==> src/rtl/move_tx_framer.sv <==
// rtl/move_tx_framer.sv - wraps a game move into a 4-byte frame (sync, header, move, checksum) for UART tx
// Optional one-entry pending move buffer is enabled by defining MOVE_TX_FRAMER_QUEUE_EN.
module move_tx_framer #(
  parameter int         BYTE_GAP  = 74_481,
  parameter logic [7:0] SYNC_BYTE = 8'hA5
) (
  input  logic       clk_in,
  input  logic       rst_n_in,
  input  logic       move_valid_in,
  input  logic [7:0] move_in,
  input  logic       color_in,
  output logic       tx_trigger_out,
  output logic [7:0] tx_byte_out,
  output logic       busy_out,
  output logic       frame_done_out,
  output logic       drop_out,
  output logic [6:0] seq_out
);

  // The SEND cycle is the first cycle of each byte slot, so GAP lasts BYTE_GAP-1 cycles.
  localparam int CNT_W = (BYTE_GAP > 2) ? $clog2(BYTE_GAP - 1) : 1;
  localparam logic [CNT_W-1:0] GAP_LOAD = CNT_W'(BYTE_GAP - 2);

  typedef enum logic [1:0] {IDLE, SEND, GAP} state_t;

  state_t           state_q, state_d;
  logic [1:0]       idx_q, idx_d;
  logic [CNT_W-1:0] cnt_q, cnt_d;
  logic [6:0]       seq_q;
  logic [7:0]       move_q, hdr_q, byte_q, byte_d;
  logic             load_frame, chain;
  logic [7:0]       new_move;
  logic             new_color;
  logic [6:0]       new_seq;

  assign busy_out       = (state_q != IDLE);
  assign tx_trigger_out = (state_q == SEND);
  assign frame_done_out = (state_q == GAP) && (cnt_q == '0) && (idx_q == 2'd3);
  assign tx_byte_out    = byte_q;
  assign seq_out        = seq_q;

  // A chained frame is loaded in the frame_done cycle, before seq_q has advanced.
  assign new_seq = (state_q == IDLE) ? seq_q : seq_q + 7'd1;

`ifdef MOVE_TX_FRAMER_QUEUE_EN
  logic       pend_full_q;
  logic [7:0] pend_move_q;
  logic       pend_color_q;

  assign drop_out  = move_valid_in && busy_out && pend_full_q;
  assign chain     = frame_done_out && (pend_full_q || move_valid_in);
  assign new_move  = pend_full_q ? pend_move_q  : move_in;
  assign new_color = pend_full_q ? pend_color_q : color_in;

  always_ff @(posedge clk_in or negedge rst_n_in) begin
    if (!rst_n_in) begin
      pend_full_q  <= 1'b0;
      pend_move_q  <= 8'h00;
      pend_color_q <= 1'b0;
    end else if (chain) begin
      pend_full_q <= 1'b0;
    end else if (move_valid_in && busy_out && !pend_full_q) begin
      pend_full_q  <= 1'b1;
      pend_move_q  <= move_in;
      pend_color_q <= color_in;
    end
  end
`else
  assign drop_out  = move_valid_in && busy_out;
  assign chain     = 1'b0;
  assign new_move  = move_in;
  assign new_color = color_in;
`endif

  always_comb begin
    state_d    = state_q;
    idx_d      = idx_q;
    cnt_d      = cnt_q;
    load_frame = 1'b0;
    unique case (state_q)
      IDLE: begin
        if (move_valid_in) begin
          state_d    = SEND;
          idx_d      = 2'd0;
          load_frame = 1'b1;
        end
      end
      SEND: begin
        state_d = GAP;
        cnt_d   = GAP_LOAD;
      end
      GAP: begin
        if (cnt_q != '0) begin
          cnt_d = cnt_q - 1'b1;
        end else if (idx_q != 2'd3) begin
          state_d = SEND;
          idx_d   = idx_q + 2'd1;
        end else if (chain) begin
          state_d    = SEND;
          idx_d      = 2'd0;
          load_frame = 1'b1;
        end else begin
          state_d = IDLE;
        end
      end
      default: state_d = IDLE;
    endcase
  end

  always_comb begin
    byte_d = SYNC_BYTE;
    unique case (idx_d)
      2'd0: byte_d = SYNC_BYTE;
      2'd1: byte_d = hdr_q;
      2'd2: byte_d = move_q;
      2'd3: byte_d = SYNC_BYTE ^ hdr_q ^ move_q;
      default: byte_d = SYNC_BYTE;
    endcase
  end

  always_ff @(posedge clk_in or negedge rst_n_in) begin
    if (!rst_n_in) begin
      state_q <= IDLE;
      idx_q   <= 2'd0;
      cnt_q   <= '0;
      seq_q   <= 7'd0;
      move_q  <= 8'h00;
      hdr_q   <= 8'h00;
      byte_q  <= 8'h00;
    end else begin
      state_q <= state_d;
      idx_q   <= idx_d;
      cnt_q   <= cnt_d;
      if (frame_done_out)
        seq_q <= seq_q + 7'd1;
      if (load_frame) begin
        move_q <= new_move;
        hdr_q  <= {new_color, new_seq};
      end
      // Byte register only changes on entry to SEND, so it holds until the next trigger.
      if (state_d == SEND)
        byte_q <= byte_d;
    end
  end

endmodule
==> config.mk <==
export PLATFORM = sky130hd
export DESIGN_NAME = move_tx_framer
export DESIGN_NICKNAME = d
export VERILOG_FILES = /design/src/rtl/move_tx_framer.sv
export SDC_FILE = /design/constraint.sdc
export NUM_CORES = 1
export LEC_CHECK = 0
export CORE_MARGIN = 3
export CORE_UTILIZATION = 52
export CTS_BUF_LIST = sky130_fd_sc_hd__clkbuf_4 sky130_fd_sc_hd__clkbuf_8
export CTS_CLUSTER_SIZE = 25
export DETAILED_ROUTE_END_ITERATION = 10
export GPL_ROUTABILITY_DRIVEN = 0
export GPL_TIMING_DRIVEN = 0
export PLACE_DENSITY = 0.79
export RECOVER_POWER = 25
export SLEW_MARGIN = 20
export SYNTH_ARGS = -nofsm -noshare
export SYNTH_HDL_FRONTEND = slang
export SYNTH_SLANG_ARGS = --single-unit
==> constraint.sdc <==
create_clock -name clk_in -period 1.8 [get_ports clk_in]
set_input_delay 0.36 -clock clk_in [delete_from_list [all_inputs] [get_ports clk_in]]
set_output_delay 0.36 -clock clk_in [all_outputs]
set_load 0.1 [all_outputs]
; Yosys cells after proc, flatten, opt, wreduce, memory -nomap -nowiden
; Index checks and enable logic that the tools add are counted.
[word_totals]
out_inout_bits = 19
in_bits = 12
regBits = 52
romBits = 0
latchBits = 0
memories = 0
elab_cells = 45
ramBits = 0
[op_classes]
n_div = 0
n_mux = 14
add_sub_neg = 3
n_reduce_logical = 10
multipliers = 0
shift = 0
n_eq_ne = 9
magnitude_cmp = 0
bitwise = 2
[op_table]
columns = cell, count
row1 = 17-bit case mux with 2 select lines, 1
row2 = 8-bit case mux with 4 select lines, 1
row3 = 17-bit zero test, 1
row4 = 17-bit 2-to-1 mux, 1
row5 = 17-bit nonzero test, 1
row6 = 17-bit by 1-bit subtractor with 17-bit output (second input constant), 1
row7 = 2-bit 2-to-1 mux, 5
row8 = 2-bit == test (second input constant), 4
row9 = 8-bit bitwise XOR, 1
row10 = 7-bit by 1-bit adder with 7-bit output (second input constant), 1
row11 = 7-bit 2-to-1 mux, 1
row12 = 2-bit by 1-bit == test with 1-bit output (second input constant), 3
row13 = 2-bit case mux with 3 select lines, 1
row14 = 2-bit zero test, 2
row15 = 4-bit inverter, 1
row16 = 2-bit case mux with 2 select lines, 1
row17 = 2-bit nonzero test, 2
row18 = 1-bit logical AND, 3
row19 = 1-bit 2-to-1 mux, 3
row20 = 2-bit by 1-bit adder with 2-bit output (second input constant), 1
row21 = 2-bit by 1-bit != test with 1-bit output (second input constant), 1
row22 = 2-bit != test (second input constant), 1
row23 = 2-bit AND reduction, 1

; Logic depth before layout (Yosys ltp)
; Gate-level depths: netlist of the first run.
[logic_depth]
ltp_word = 6
ltp_mapped = 8
ltp_nobuf = 8

; Worst setup path after synthesis of the first run
; Ideal clock, no wire load.
[synth_path]
path_type = register to output
startpoint = register cnt_q[10]
endpoint = output frame_done_out
path_slack_ns = -1.850
t_required_ns = 1.440
path_stages_with_launch = 5
path_buffers = 0
t_arrival_ns = 3.290
path_cell_list = dfrtp_1 -> or4_1 -> nor3_1 -> nand2_1 -> nor3_1
[synth_between]
elab_chain_len = 3
[synth_lines]
columns = element, line
row1 = "start, declared", 28  ; logic [CNT_W-1:0] cnt_q, cnt_d;
row2 = "start signal, assigned", 133  ; cnt_q <= cnt_d;
row3 = 17-bit zero test, 38  ; assign frame_done_out = (state_q == GAP) && (cnt_q == '0) && (idx_q == 2'd3);
row4 = 1-bit logical AND (2 in a row), 38
row5 = "end, declared", 15  ; output logic frame_done_out,
; No other way between the ends.

; Worst setup path after layout of the first run
[layout_path]
startpoint = register cnt_q[11]
endpoint = output frame_done_out
; Same word-level chain as after synthesis.

==> results of run 1 <==
-- routing by layer --
layer | global-route usage [%] | share of wire (%) | routed length, um
met5 | 0 | 0 | 0
met4 | 8.74 | 2.4 | 161
met3 | 3.94 | 6.0 | 400
met2 | 33.0 | 49 | 3270
met1 | 31.5 | 43 | 2890
-- path summary, 6_finish.rpt --
path / from / to / cells after the start
setup reg to reg: cnt_q[11] / tx_byte_out[4] / 6
setup / recovery: cnt_q[11] / frame_done_out / 5
hold reg to reg: seq_out[6] / seq_out[6] / 1
max in group asynchronous: rst_n_in / cnt_q[10] / 1
min in group clk_in: seq_out[6] / seq_out[6] / 1
hold / removal: rst_n_in / cnt_q[6] / 1
-- logic make-up after synthesis --
kind of cell | count (synthesis)
AO/OA/AOI/OAI | 52
XOR/XNOR | 10
adder cells (fa/ha/maj) | 3
buffers and inverters | 14
flip-flops | 52
multiplexers | 22
AND/OR/NAND/NOR | 99
-- state kept, by name, indices dropped and copies added, names as in the netlist --
signal	cells
cnt_q	17
state_q	2
seq_out	7
idx_q	2
move_q	8
hdr_q	8
tx_byte_out	8
-- synthesized netlist by cell type, drive strengths merged (6+ instances only) --
master  instances
dfrtp          52
nand2          21
mux2           17
nor2           14
nand3          13
o21ai          12
nor3            9
xnor2           8
a21oi           7
nor4            7
o31ai           7
inv             6
nor2b           6
-- report_power, final --
group,switching (W),internal (W),total (W)
clock,0.000429,0.000284,0.000714
combinational,0.00158,0.000714,0.00230
sequential,0.000246,0.00142,0.00167
total,0.00226,0.00242,0.00468
-- layout make-up --
class / instances / area (um^2)
plain buffers: 6 / 50.0
clock buffers: 5 / 68.8
clock inverters: 3 / 25.0
fillers: 315 / 1190
inverters: 6 / 27.5
multi-input cells: 186 / 1570
flip-flops and latches: 52 / 1310
well taps: 67 / 83.8
repair buffers: 54 / 524
-- stage by stage --
step	cells	power [W]
floorplan	252	0.00318
global placement	349	0.00366
detailed placement	349	0.00370
CTS	371	0.00451
global route	379	0.00488
finish	379	0.00468
-- repair_timing --
| action | in CTS | in global routing |
|---|---|---|
| pin swaps | 8 | 3 |
| endpoints found under the setup margin | 67 | 48 |
| resized for setup | 107 | 26 |
| buffers inserted | 15 | 9 |
| cloned | 0 | 0 |
==> reports/qor.csv, run 1 <==
metric;value;unit
status;finished, violations left;
violations;negative setup slack;
grt_use_total;22.0;%
critPathKind;flop to primary output;
synthFlopType;dfrtp_1;
cts_hold_buf;0;
crit_required;1440;ps
cts_tree;done;
power.density;1280;nW/um^2
fmax;437;MHz
finalHoldViolations;0;
cp_cell_sequence;or4_4 -> nor3_4 -> nand2_2 -> nor3_4 -> buf_12;
fp.dieW;78.0;um
synth_top_family_by_area;simple AND/OR/NAND/NOR gates;
dp_slack;-1200;ps
p_leak;1.43;nW
design_area;3660;um^2
top_level_ports;31;
nets;326;
wl_per_cell;17.7;um
rsz0062_at_grt;true;
diodes;0;
ff2ff_setup_slack;-350;ps
cts-root-buf;clkbuf_8;
core;4850;um^2
synthSimpleGateAreaFrac;21.6;%
synthCells;252;
layout_commonest_cell;dfrtp_1;
cpMaxStageDelayCell;or4_4;
grt_max_degree;53;
synth_xor_area_share;3.25;%
synth_cell_types;53;
postSynth.asyncResetShare;100;%
synth_nets;267;
final-setup-viol-count;34;
critPathLaunchType;flop;
drive_above_1_share;38.8;%
crit_top_cell;nor3_4;
yosys-top-cells-area;dfrtp_1, mux2_2, nand2_1;
synth_compound_area_share;14.2;%
vias;2274;
htreeDepth;2;
cp_max_fo;2;
arrival;1930;ps
synth_edf_count;0;
routed_via_density;6.00;
start_util;55.6;%
slew_headroom;15.9;%
rows;25;
clock_latency;320;ps
wl;6720;um
globalRouteOverflowTotal;0;
cts.clk_slew.worst_paths;100;ps
worstMarginPinSlew;1260;ps
cts_sinks;52;
cts_max_path_buffers;2;
ys_seq_elements;52;
port_buffers;30;
yosys.area.top_type;dfrtp_1;
yosysSeqAreaShare;48.3;%
die_h;78.0;um
fin_setup_tns;-7250;ps
hpwl;4070;um
period_share;127;%
slowest_delay;560;ps
cp_num_buf_inv;1;
drc;0;
max_cap_violations;0;
avgSynthCellArea;10.7;um^2
cts_buffers;5;
antenna_found_initial;0;
vdd_drop_max;1.01;mV
grt_first_pass_wirelength;10600;um
dieArea;6080;um^2
synth_top_area_share;48.3;%
yosys.area_share.adder;1.39;%
drtIter0Drc;149;
finalMaxSlewViolations;0;
hold_slack;299;ps
end_kind;primary output;
grt_pass1_vias;2065;
area_growth;35.7;%
syn-cell-area;2690;um^2
hold_class;primary input to async pin;
fin_ws;-486;ps
fin_skew;9.18;ps
drtAntennaViolNets;0;
period_needed;2290;ps
critical_path.top_delay_family;simple AND/OR/NAND/NOR gates;
place_area;3140;um^2
dr.pass1.iters;4;
yosys_warnings;0;
most-common-layout-cells;dfrtp_1, buf_4, nand2_1;
final_util;75.4;%
synth_mux_area_share;8.96;%
Power figures use the tool's default switching activity.
==> run 2, diff against run 1 <==
CTS_CLUSTER_DIAMETER = 30   (was default)
clock period = 2.1 ns   (was 1.8 ns; I/O delays follow)
==> run 2 against run 1 <==
Against the previous run: largest power group unchanged; the run still ends with negative setup slack left; cell count down 3.2%; hold slack better by 55 ps; clock-buffer cell count unchanged.
==> reports/qor.csv, run 2 (same netlist as run 1, synthesis figures left out) <==
metric;value;unit
status;finished, violations left;
violations;negative setup slack;
grt_pass1_vias;2127;
finalMaxSlewViolations;0;
cts_buffers;5;
slew_headroom;15.5;%
use_met2;32.9;%
wl;5950;um
final-setup-viol-count;6;
fin_skew;12.7;ps
design_area;3360;um^2
arrival;1940;ps
cp_cell_sequence;or4_4 -> nor3_4 -> nand2_2 -> nor3_4 -> buf_12;
period_share;112;%
period_needed;2360;ps
use_met1;30.2;%
cts_tree;done;
fp.dieW;78.0;um
fill_cells;370;
end_kind;primary output;
nets;314;
cp_max_fo;3;
worstMarginPinSlew;1270;ps
cts.clk_slew.worst_paths;100;ps
power.density;1160;nW/um^2
power;0.00391;W
top_level_ports;31;
drc;0;
wl_per_cell;16.2;um
fmax;424;MHz
vdd_drop_max;0.745;mV
rr_worst_depth;6;
globalRouteOverflowTotal;0;
drtIter0Drc;162;
critPathKind;flop to primary output;
htreeDepth;2;
critPathLaunchType;flop;
most-common-layout-cells;dfrtp_1, nand2_1, mux2_2;
max_cap_violations;0;
grt_first_pass_wirelength;10400;um
rsz0062_at_grt;true;
grt_use_total;21.3;%
cts_max_path_buffers;2;
routed_via_density;5.89;
cts_hold_buf;0;
die_h;78.0;um
met3_usage;4.18;%
area_growth;24.8;%
rows;25;
dieArea;6080;um^2
diodes;0;
largest_register_ffs;17;
hold_slack;354;ps
start_util;55.6;%
place_area;3100;um^2
dr.pass1.iters;4;
port_buffers;30;
layout_commonest_cell;dfrtp_1;
core;4850;um^2
p_leak;1.36;nW
fin_setup_tns;-304;ps
cts-root-buf;clkbuf_8;
final_util;69.3;%
crit_required;1680;ps
antenna_found_initial;0;
grt_max_degree;53;
drtAntennaViolNets;0;
crit_top_cell;nor3_4;
vias;2163;
hpwl;4070;um
slowest_delay;570;ps
cpMaxStageDelayCell;or4_4;
clock_latency;310;ps
top_usage_layer;met2;
cts_sinks;52;
fin_ws;-259;ps
finalHoldViolations;0;
drive_above_1_share;26.0;%
regMostFlops;cnt_q;
hold_class;primary input to async pin;
==> run 2: cell types whose count changed in the layout (fill, tap and decap cells not counted), moves of 3 or more <==
cell,delta
nand2_1,+3
dfrtp_2,-5
clkdlybuf4s15_2,-13
nand3_1,+3
dfrtp_1,+5
nand2_4,-3
buf_6,-4
buf_4,-9
dlygate4sd2_1,+14
nor4_2,+3
==> run 2: final timing paths <==
check	start	to	slack, ps
min in group clk_in	seq_out[6]	seq_out[6]	500
max	cnt_q[13]	frame_done_out	-260
max reg2reg	cnt_q[11]	tx_byte_out[6]	-20
max in group asynchronous	rst_n_in	cnt_q[10]	910
min	rst_n_in	cnt_q[4]	350
min reg2reg	seq_out[6]	seq_out[6]	500
==> run 2: through the flow <==
step / setup slack [ps] / cells
2_1_floorplan: -292 / 252
3_3_place_gp: -956 / 349
3_5_place_dp: -996 / 349
4_1_cts: -266 / 361
5_1_grt: -312 / 367
6_report: -259 / 367
==> run 2: where the power goes <==
group          internal (W)  total, W  switching, W
Clock              0.000359  0.000710      0.000350
Combinational      0.000493   0.00179       0.00129
Sequential          0.00121   0.00141      0.000195
==> run 2: critical path, delay by kind of cell (launching register included) <==
family | cells | cell delay [ps]
flops | 1 | 390
buf+inv | 1 | 200
simple gates | 4 | 1030
==> run 2: area by class of cell <==
type	count	area (um^2)	area share, %
plain buffers	8	42.5	1.27
clock buffers	5	68.8	2.05
clock inverters	3	46.3	1.38
inverters	6	22.5	0.670
multi-input cells	186	1440	42.7
flip-flops and latches	52	1300	38.7
well taps	67	83.8	2.49
repair buffers	40	360	10.7
==> run 2: what timing repair did <==
action	in CTS	in global routing
endpoints found under the setup margin	45	37
buffers inserted	4	6
gates resized for setup	44	19
pin swaps	2	3
==> run 2: metal layers <==
metal / share of wire, % / wire length [um]
met5: 0 / 0
met4: 1.1 / 63
met3: 5.7 / 337
met2: 47 / 2820
met1: 46 / 2730
